## config.mk

```make
export PLATFORM = sky130hd
export DESIGN_NAME = uart_rx_fifo
export DESIGN_NICKNAME = d
export VERILOG_FILES = /design/src/rtl/uart_rx_fifo.sv
export SDC_FILE = /design/constraint.sdc
export NUM_CORES = 1
export LEC_CHECK = 0
export ABC_AREA = 1
export CORE_ASPECT_RATIO = 0.6
export CORE_MARGIN = 5
export CORE_UTILIZATION = 65
export DETAILED_ROUTE_END_ITERATION = 16
export DONT_BUFFER_PORTS = 1
export GPL_TIMING_DRIVEN = 0
export PLACE_DENSITY = 0.9
export RECOVER_POWER = 100
export SLEW_MARGIN = 25
export SYNTH_ARGS = -nofsm -noshare
export SYNTH_HDL_FRONTEND = slang
export SYNTH_SLANG_ARGS = --single-unit
```

## constraint.sdc

```tcl
create_clock -name clk -period 4.1 [get_ports clk]
set_input_delay 0.615 -clock clk [delete_from_list [all_inputs] [get_ports clk]]
set_output_delay 0.615 -clock clk [all_outputs]
set_load 0.005 [all_outputs]
```

## src/rtl/uart_rx_fifo.sv

```systemverilog
// 8N1 UART receiver with a first-word-fall-through receive FIFO.
// Sticky framing-error and overrun flags, cleared by err_clr.
module uart_rx_fifo #(
    parameter int CLK_FREQ   = 100_000_000,
    parameter int BAUD       = 115200,
    parameter int FIFO_DEPTH = 8
) (
    input  logic       clk,
    input  logic       reset,
    input  logic       rx,
    input  logic       rd_en,
    input  logic       err_clr,
    output logic [7:0] rx_data,
    output logic       rx_valid,
    output logic [4:0] fifo_count,
    output logic       frame_err,
    output logic       overrun
);

    localparam int DIV = CLK_FREQ / BAUD;
    localparam int CW  = $clog2(DIV + 1);
    localparam int AW  = (FIFO_DEPTH > 1) ? $clog2(FIFO_DEPTH) : 1;

    localparam logic [CW-1:0] L_BIT_END  = CW'(DIV - 1);
    localparam logic [CW-1:0] L_HALF_END = CW'(DIV / 2 - 1);
    localparam logic [4:0]    L_DEPTH    = 5'(FIFO_DEPTH);

    typedef enum logic [1:0] {
        S_IDLE,
        S_START,
        S_DATA,
        S_STOP
    } state_t;

    logic          r_rx_meta;
    logic          r_rx_s;
    logic          r_rx_prev;
    logic [1:0]    r_arm;

    state_t        r_state;
    state_t        w_state_nx;
    logic [CW-1:0] r_baud;
    logic [CW-1:0] w_baud_nx;
    logic [2:0]    r_bit;
    logic [2:0]    w_bit_nx;
    logic [7:0]    r_shift;
    logic [7:0]    w_shift_nx;
    logic          r_ferr_wait;
    logic          w_ferr_wait_nx;
    logic          w_push;
    logic          w_ferr_set;

    logic [7:0]    r_mem [FIFO_DEPTH];
    logic [AW-1:0] r_wr_ptr;
    logic [AW-1:0] r_rd_ptr;
    logic [4:0]    r_count;
    logic          r_frame_err;
    logic          r_overrun;
    logic          w_full;
    logic          w_empty;
    logic          w_pop;
    logic          w_wr;
    logic          w_drop;

    // The previous-sample register stays 0 until the synchronizer has
    // flushed its reset value, so a line held low at release never
    // looks like a falling edge.
    always_ff @(posedge clk) begin
        if (reset) begin
            r_rx_meta <= 1'b1;
            r_rx_s    <= 1'b1;
            r_rx_prev <= 1'b0;
            r_arm     <= 2'b00;
        end else begin
            r_rx_meta <= rx;
            r_rx_s    <= r_rx_meta;
            r_arm     <= {r_arm[0], 1'b1};
            r_rx_prev <= r_arm[1] & r_rx_s;
        end
    end

    always_ff @(posedge clk) begin
        if (reset) begin
            r_state     <= S_IDLE;
            r_baud      <= '0;
            r_bit       <= '0;
            r_shift     <= '0;
            r_ferr_wait <= 1'b0;
        end else begin
            r_state     <= w_state_nx;
            r_baud      <= w_baud_nx;
            r_bit       <= w_bit_nx;
            r_shift     <= w_shift_nx;
            r_ferr_wait <= w_ferr_wait_nx;
        end
    end

    always_comb begin
        w_state_nx     = r_state;
        w_baud_nx      = r_baud + 1'b1;
        w_bit_nx       = r_bit;
        w_shift_nx     = r_shift;
        w_ferr_wait_nx = r_ferr_wait;
        w_push         = 1'b0;
        w_ferr_set     = 1'b0;
        unique case (r_state)
            S_IDLE: begin
                w_baud_nx      = '0;
                w_bit_nx       = '0;
                w_ferr_wait_nx = 1'b0;
                if (r_rx_prev && !r_rx_s) begin
                    w_state_nx = S_START;
                end
            end
            S_START: begin
                if (r_baud == L_HALF_END) begin
                    w_baud_nx  = '0;
                    w_state_nx = r_rx_s ? S_IDLE : S_DATA;
                end
            end
            S_DATA: begin
                if (r_baud == L_BIT_END) begin
                    w_baud_nx  = '0;
                    w_shift_nx = {r_rx_s, r_shift[7:1]};
                    w_bit_nx   = r_bit + 3'd1;
                    if (r_bit == 3'd7) begin
                        w_state_nx = S_STOP;
                    end
                end
            end
            S_STOP: begin
                if (r_ferr_wait) begin
                    w_baud_nx = '0;
                    if (r_rx_s) begin
                        w_ferr_wait_nx = 1'b0;
                        w_state_nx     = S_IDLE;
                    end
                end else if (r_baud == L_BIT_END) begin
                    w_baud_nx = '0;
                    if (r_rx_s) begin
                        w_push     = 1'b1;
                        w_state_nx = S_IDLE;
                    end else begin
                        w_ferr_set     = 1'b1;
                        w_ferr_wait_nx = 1'b1;
                    end
                end
            end
            default: begin
                w_state_nx = S_IDLE;
            end
        endcase
    end

    assign w_full  = (r_count == L_DEPTH);
    assign w_empty = (r_count == 5'd0);
    assign w_pop   = rd_en & ~w_empty;
    assign w_wr    = ~reset & w_push & (~w_full | w_pop);
    assign w_drop  = w_push & w_full & ~w_pop;

    always_ff @(posedge clk) begin
        if (w_wr) begin
            r_mem[r_wr_ptr] <= r_shift;
        end
    end

    always_ff @(posedge clk) begin
        if (reset) begin
            r_wr_ptr    <= '0;
            r_rd_ptr    <= '0;
            r_count     <= '0;
            r_frame_err <= 1'b0;
            r_overrun   <= 1'b0;
        end else begin
            if (w_wr) begin
                r_wr_ptr <= r_wr_ptr + 1'b1;
            end
            if (w_pop) begin
                r_rd_ptr <= r_rd_ptr + 1'b1;
            end
            unique case ({w_wr, w_pop})
                2'b10:   r_count <= r_count + 5'd1;
                2'b01:   r_count <= r_count - 5'd1;
                default: r_count <= r_count;
            endcase
            if (w_ferr_set) begin
                r_frame_err <= 1'b1;
            end else if (err_clr) begin
                r_frame_err <= 1'b0;
            end
            if (w_drop) begin
                r_overrun <= 1'b1;
            end else if (err_clr) begin
                r_overrun <= 1'b0;
            end
        end
    end

    assign rx_valid   = ~w_empty;
    assign rx_data    = w_empty ? 8'h00 : r_mem[r_rd_ptr];
    assign fifo_count = r_count;
    assign frame_err  = r_frame_err;
    assign overrun    = r_overrun;

endmodule

```

Yosys cells after proc, flatten, opt, wreduce, memory -nomap -nowiden
Memory sizes are Yosys's and may differ from the RTL's. A register that Yosys moved wholly into a read port is not among the register bits.
Index checks and enable logic that the tools add are counted.
{"block": "totals", "register_bits": 42, "mem_bits_rw": 64, "in_bits": 5, "output_inout_bits": 16, "wordCells": 94, "mem_count": 1}
{"block": "op_classes", "addsub": 6, "eq_ne": 14, "mux": 35, "n_bitwise": 11, "n_reduce_logical": 12}
{"name": "r_mem", "depth": 8, "width": 8, "rd": 1, "rd_ports_with_merged_regs": 1, "wr": 1, "line_no": "53", "source": "logic [7:0] r_mem [FIFO_DEPTH];"}
{"cell": "one-hot mux 10 bit (4 select lines)", "n": 1}
{"cell": "2-to-1 mux 10 bit", "n": 3}
{"cell": "2-to-1 mux 2 bit", "n": 8}
{"cell": "2-to-1 mux 1 bit", "n": 15}
{"cell": "adder 10 x 1 -> 10 bit (second input constant)", "n": 1}
{"cell": "equality test 10 bit (second input constant)", "n": 1}
{"cell": "equality test 10 x 9 -> 1 bit (second input constant)", "n": 1}
{"cell": "one-hot mux 5 bit (2 select lines)", "n": 1}
{"cell": "nonzero test 2 bit", "n": 5}
{"cell": "adder 3 x 1 -> 3 bit (second input constant)", "n": 3}
{"cell": "2-to-1 mux 3 bit", "n": 3}
{"cell": "2-to-1 mux 8 bit", "n": 1}
{"cell": "!= test 2 bit (second input constant)", "n": 4}
{"cell": "one-hot mux 2 bit (4 select lines)", "n": 1}
{"cell": "AND 1 bit", "n": 6}
{"cell": "equality test 2 bit (second input constant)", "n": 3}
{"cell": "one-hot mux 3 bit (2 select lines)", "n": 1}
{"cell": "adder 5 x 1 -> 5 bit (second input constant)", "n": 1}
{"cell": "equality test 5 x 4 -> 1 bit (second input constant)", "n": 1}
{"cell": "logical NOT 5 bit", "n": 1}
{"cell": "AND reduction 5 bit", "n": 1}
{"cell": "subtractor 5 x 1 -> 5 bit (second input constant)", "n": 1}
{"cell": "equality test 2 x 1 -> 1 bit (second input constant)", "n": 2}
{"cell": "NOT 1 bit", "n": 4}
{"cell": "other kinds (8)", "n": 9}

Longest topological paths before layout
{"block": "depth", "ltp_word": 8, "depth_mapped": 18, "ltp_nobuf": 18}

Worst setup path after synthesis
No wires, ideal clock.
{"block": "synth_timing", "kind": "input-to-reg", "from": "input port reset", "to": "memory r_mem[0][0], enable pin", "setup_ns": 0.383, "arrival_time_ns": 1.828, "t_required_ns": 3.717, "slack_ns": 1.888, "stages": 7, "path_buffers": 0, "path_cell_list": "inv_4 > nand2_2 > nor2_2 > nand3_4 > nor2_4 > nand2_1 > nor3_1"}
{"block": "synth_via", "elab_chain_cells": 5}
{"element": "start: declaration", "line_no": "9", "source": "input logic reset,"}
{"element": "NOT 1 bit", "line_no": "158", "source": "assign w_wr = ~reset & w_push & (~w_full | w_pop);"}
{"element": "AND 1 bit (2 in a row)", "line_no": "158"}
{"element": "2-to-1 mux 1 bit", "line_no": "162", "source": "if (w_wr) begin"}
{"element": "2-to-1 mux 1 bit (implied by the code)", "line_no": "163", "source": "r_mem[r_wr_ptr] <= r_shift;"}
{"element": "end: declaration", "line_no": "53"}
No other way between the ends.

Worst setup path after layout
{"block": "layout_timing", "from": "register r_baud[0]", "to": "memory r_mem[0][0], enable pin"}
{"block": "layout_via", "elab_chain_cells": 8}
{"element": "start: declaration", "line_no": "42", "source": "logic [CW-1:0] r_baud;"}
{"element": "start signal: assignment", "line_no": "91", "source": "r_baud <= w_baud_nx;"}
{"element": "equality test 10 bit", "line_no": "138", "source": "end else if (r_baud == L_BIT_END) begin"}
{"element": "2-to-1 mux 1 bit", "line_no": "138"}
{"element": "2-to-1 mux 1 bit", "line_no": "132", "source": "if (r_ferr_wait) begin"}
{"element": "2-to-1 mux 1 bit", "line_no": "106", "source": "unique case (r_state)"}
{"element": "AND 1 bit (2 in a row)", "line_no": "158"}
{"element": "2-to-1 mux 1 bit", "line_no": "162"}
{"element": "2-to-1 mux 1 bit (implied by the code)", "line_no": "163"}
No other way between the ends.

==> out/qor.yml <==
die-area_um2: 8940
p_sw_mw: 0.447
clk_latency_ps: 350
ys_types: 34
p_per_area_nw_per_um2: 424
worstReg2RegEnd: "r_mem[0][0]$_DFFE_PP_"
synth.yosys.warnings: 0
setup_viol: 0
rows: 23
drc: 0
placed_area_um2: 4760
synth_area_um2: 4610
place_ws_ps: 1660
drt-total-wl_mm: 9.89
stdcell_area_um2: 4950
end_kind: "flip-flop"
vdd_ir_drop_max_v: 0.000202
fin_hold_ws_ps: 326
root_buffer: "clkbuf_16"
rsz0062_at_grt: "no"
cts_hold_buf: 0
drt_iter0_drc: 473
switching_share_pct: 21.3
numCtsBuffers: 9
overflow: 0
period_needed_ps: 3110
crit_path_cell_trace: "ha_1, nand2_1, nor2_1, nand3_1, nor2_1, nand2_1, nor3_1"
crit_type: "reg -> reg"
fmax_mhz: 322
vias_per_cell: 6.07
intPower_mw: 1.65
tightestPinTransition_ps: 1440
synth_edf_count: 64
cap_violations: 0
grtUsageMet3_pct: 6.61
fin_crit_sh_pct: 75.8
wire_per_inst_um: 17.7
grt_max_degree: 20
holdCritPathClass: "in -> reg"
pwr-share-comb_pct: 2.7
gr-usage-met1_pct: 31.0
netlist.area_leader.share_pct: 41.7
synthMostInstantiatedCell: "nor2_1"
synth-main-ff-cell: "edfxtp_1"
timing.rr.start: "r_baud[0]$_SDFF_PP0_"
p_leak_nw: 1.87
r2r_slack_ps: 990
drive_gt1_share_pct: 6.36
fin_skew_ps: 7.71
hold_viol: 0
max_slew_margin_pct: 3.28
worstPathRequired_ps: 4060
synth_nets: 475
yosys-top-cells-count: "100 x nor2_1, 64 x edfxtp_1, 50 x nand2_1, 45 x dfxtp_1, 39 x o21ai_0"
start_util_pct: 67.9
crit_path_start_kind: "flip-flop"
ant_nets: 0
met2_usage_pct: 38.9
layout_setup_ws_ps: 991
clkPwrFrac_pct: 42.3
finalSetupTns_ps: 0
cp_max_fo: 8
ctsLongestPathBuffers: 2
cts_sinks: 109
clkTransAtPathRegs_ps: 70
cts_tree: "yes"
port_buffers: 0
worst_ep_arrival_time_ps: 3070
syn_to_final_growth_pct: 7.27
die_w_um: 119
holdCritStartpoint: "reset"
num_vias: 3391
total_power_mw: 2.10
cts_resized: 0
antenna_cells: 0
synth.avg_cell_area_um2: 10.1
postCtsSetupRepairBufs: 0
dp_hpwl_mm: 6.70
antenna_found_initial: 0
synth-async-reset-ratio_pct: 0
grt_pass1_wl_mm: 16.2
synth_cells: 456
seqPwrFrac_pct: 55.1
htree_num_levels: 3
ys_ff_latch: 109
globalplace.congestion: 0.830
yosysSeqAreaShare_pct: 61.2
final_nets: 486
synth_area_leaders: "edfxtp_1 42%, dfxtp_1 20%, nor2_1 8.1%, o21ai_0 4.2%, nand2_1 4.1%"
synth_top_area_cell: "edfxtp_1"
num_io_pins: 21
core_area_um2: 6790
hold_end: "r_shift[0]$_SDFFE_PP0P_"
die_y_um: 75.3
slowest_delay_ps: 1050
worstHoldPathCells: 1
maxSlewViolCount: 0
busiest_layer: "met2"
track_usage_pct: 23.6
slowest_stage: "nor3_1"
outcome: "complete, no violations"
rr_worst_depth: 7
drt_first_pass_iters: 5
first_global_vias: 3255
[stage by stage]
stage | util, % | cells
floorplan | - | 456
finish | 72.9 | 559
detailed placement | 70.1 | 543
global placement | 69.5 | 543
CTS | 74.6 | 559
global route | 72.9 | 559
[layer usage]
| metal | share of wire (%) | up-vias |
|---|---|---|
| li1 | - | 1583 |
| met1 | 43 | 1580 |
| met2 | 46 | 198 |
| met3 | 9.2 | 30 |
| met4 | 2.3 | 0 |
| met5 | 0 | - |
[layout make-up]
class                      instances  area, um2
tap                               87        109
multi-input combinational        295       1510
clock buffer                       9        225
buffer                            13       51.3
inverter                          39        149
clock inverter                     7       80.1
fill                             425       1840
sequential                       109       2820
[power by group through the flow]
stage	Combinational, mW	Sequential [mW]	Clock, mW
3_3_place_gp	0.0527	1.18	0
4_1_cts	0.0573	1.16	0.885
2_1_floorplan	0.0438	1.18	0
6_report	0.0559	1.16	0.887
3_5_place_dp	0.0562	1.18	0
5_1_grt	0.0634	1.16	0.940
[kinds of logic after synthesis]
group / count (synthesis) / synth area share (%)
XOR/XNOR: 2 / 0.380
AND/OR/NAND/NOR: 197 / 19.5
AO/OA/AOI/OAI: 82 / 10.4
buffers and inverters: 52 / 4.58
flip-flops: 109 / 61.2
adder cells (fa/ha/maj): 14 / 3.96
[sequential cells by signal (all words and copies together) (netlist names), 2 cells and up, named ones only]
| signal | flops |
|---|---|
| fifo_count | 5 |
| r_arm | 2 |
| r_baud | 10 |
| r_bit | 3 |
| r_mem | 64 |
| r_rd_ptr | 3 |
| r_shift | 8 |
| r_wr_ptr | 3 |
[cells in the final DEF (no fill, tap or decap), types with 3 or more instances in the layout]
| cell type | Yosys | routed |
|---|---|---|
| edfxtp_1 | 64 | 64 |
| inv_1 | 33 | 37 |
| inv_6 | 0 | 3 |
| a21oi_1 | 22 | 22 |
| nand2_1 | 50 | 53 |
| ha_1 | 13 | 13 |
| nand3_1 | 10 | 13 |
| nor3_1 | 12 | 12 |
| o32ai_1 | 16 | 16 |
| dfxtp_1 | 45 | 45 |
| nor2_1 | 100 | 102 |
| clkbuf_1 | 9 | 11 |
| o21ai_0 | 39 | 39 |
| nor3b_1 | 4 | 4 |
| clkbuf_16 | 0 | 9 |
| nand2_2 | 4 | 4 |
[worst max-delay path, delay by kind of cell, from the launching register on]
family	cells	cell delay, ps
AND/OR/NAND/NOR	6	2120
flip-flops	1	370
adder cells (fa/ha/maj)	1	220
[worst max path at each step]
stage                              start                    end  slack, ps
floorplan                          reset  r_mem[0][0]$_DFFE_PP_       1890
global placement                   reset  r_mem[0][3]$_DFFE_PP_       1320
detailed placement                 reset  r_mem[4][4]$_DFFE_PP_       1660
CTS                            flip-flop             rx_data[3]       1520
global route        r_baud[0]$_SDFF_PP0_  r_mem[0][7]$_DFFE_PP_        720
finish              r_baud[0]$_SDFF_PP0_  r_mem[0][0]$_DFFE_PP_        990
(Power assumes the default switching activity.)
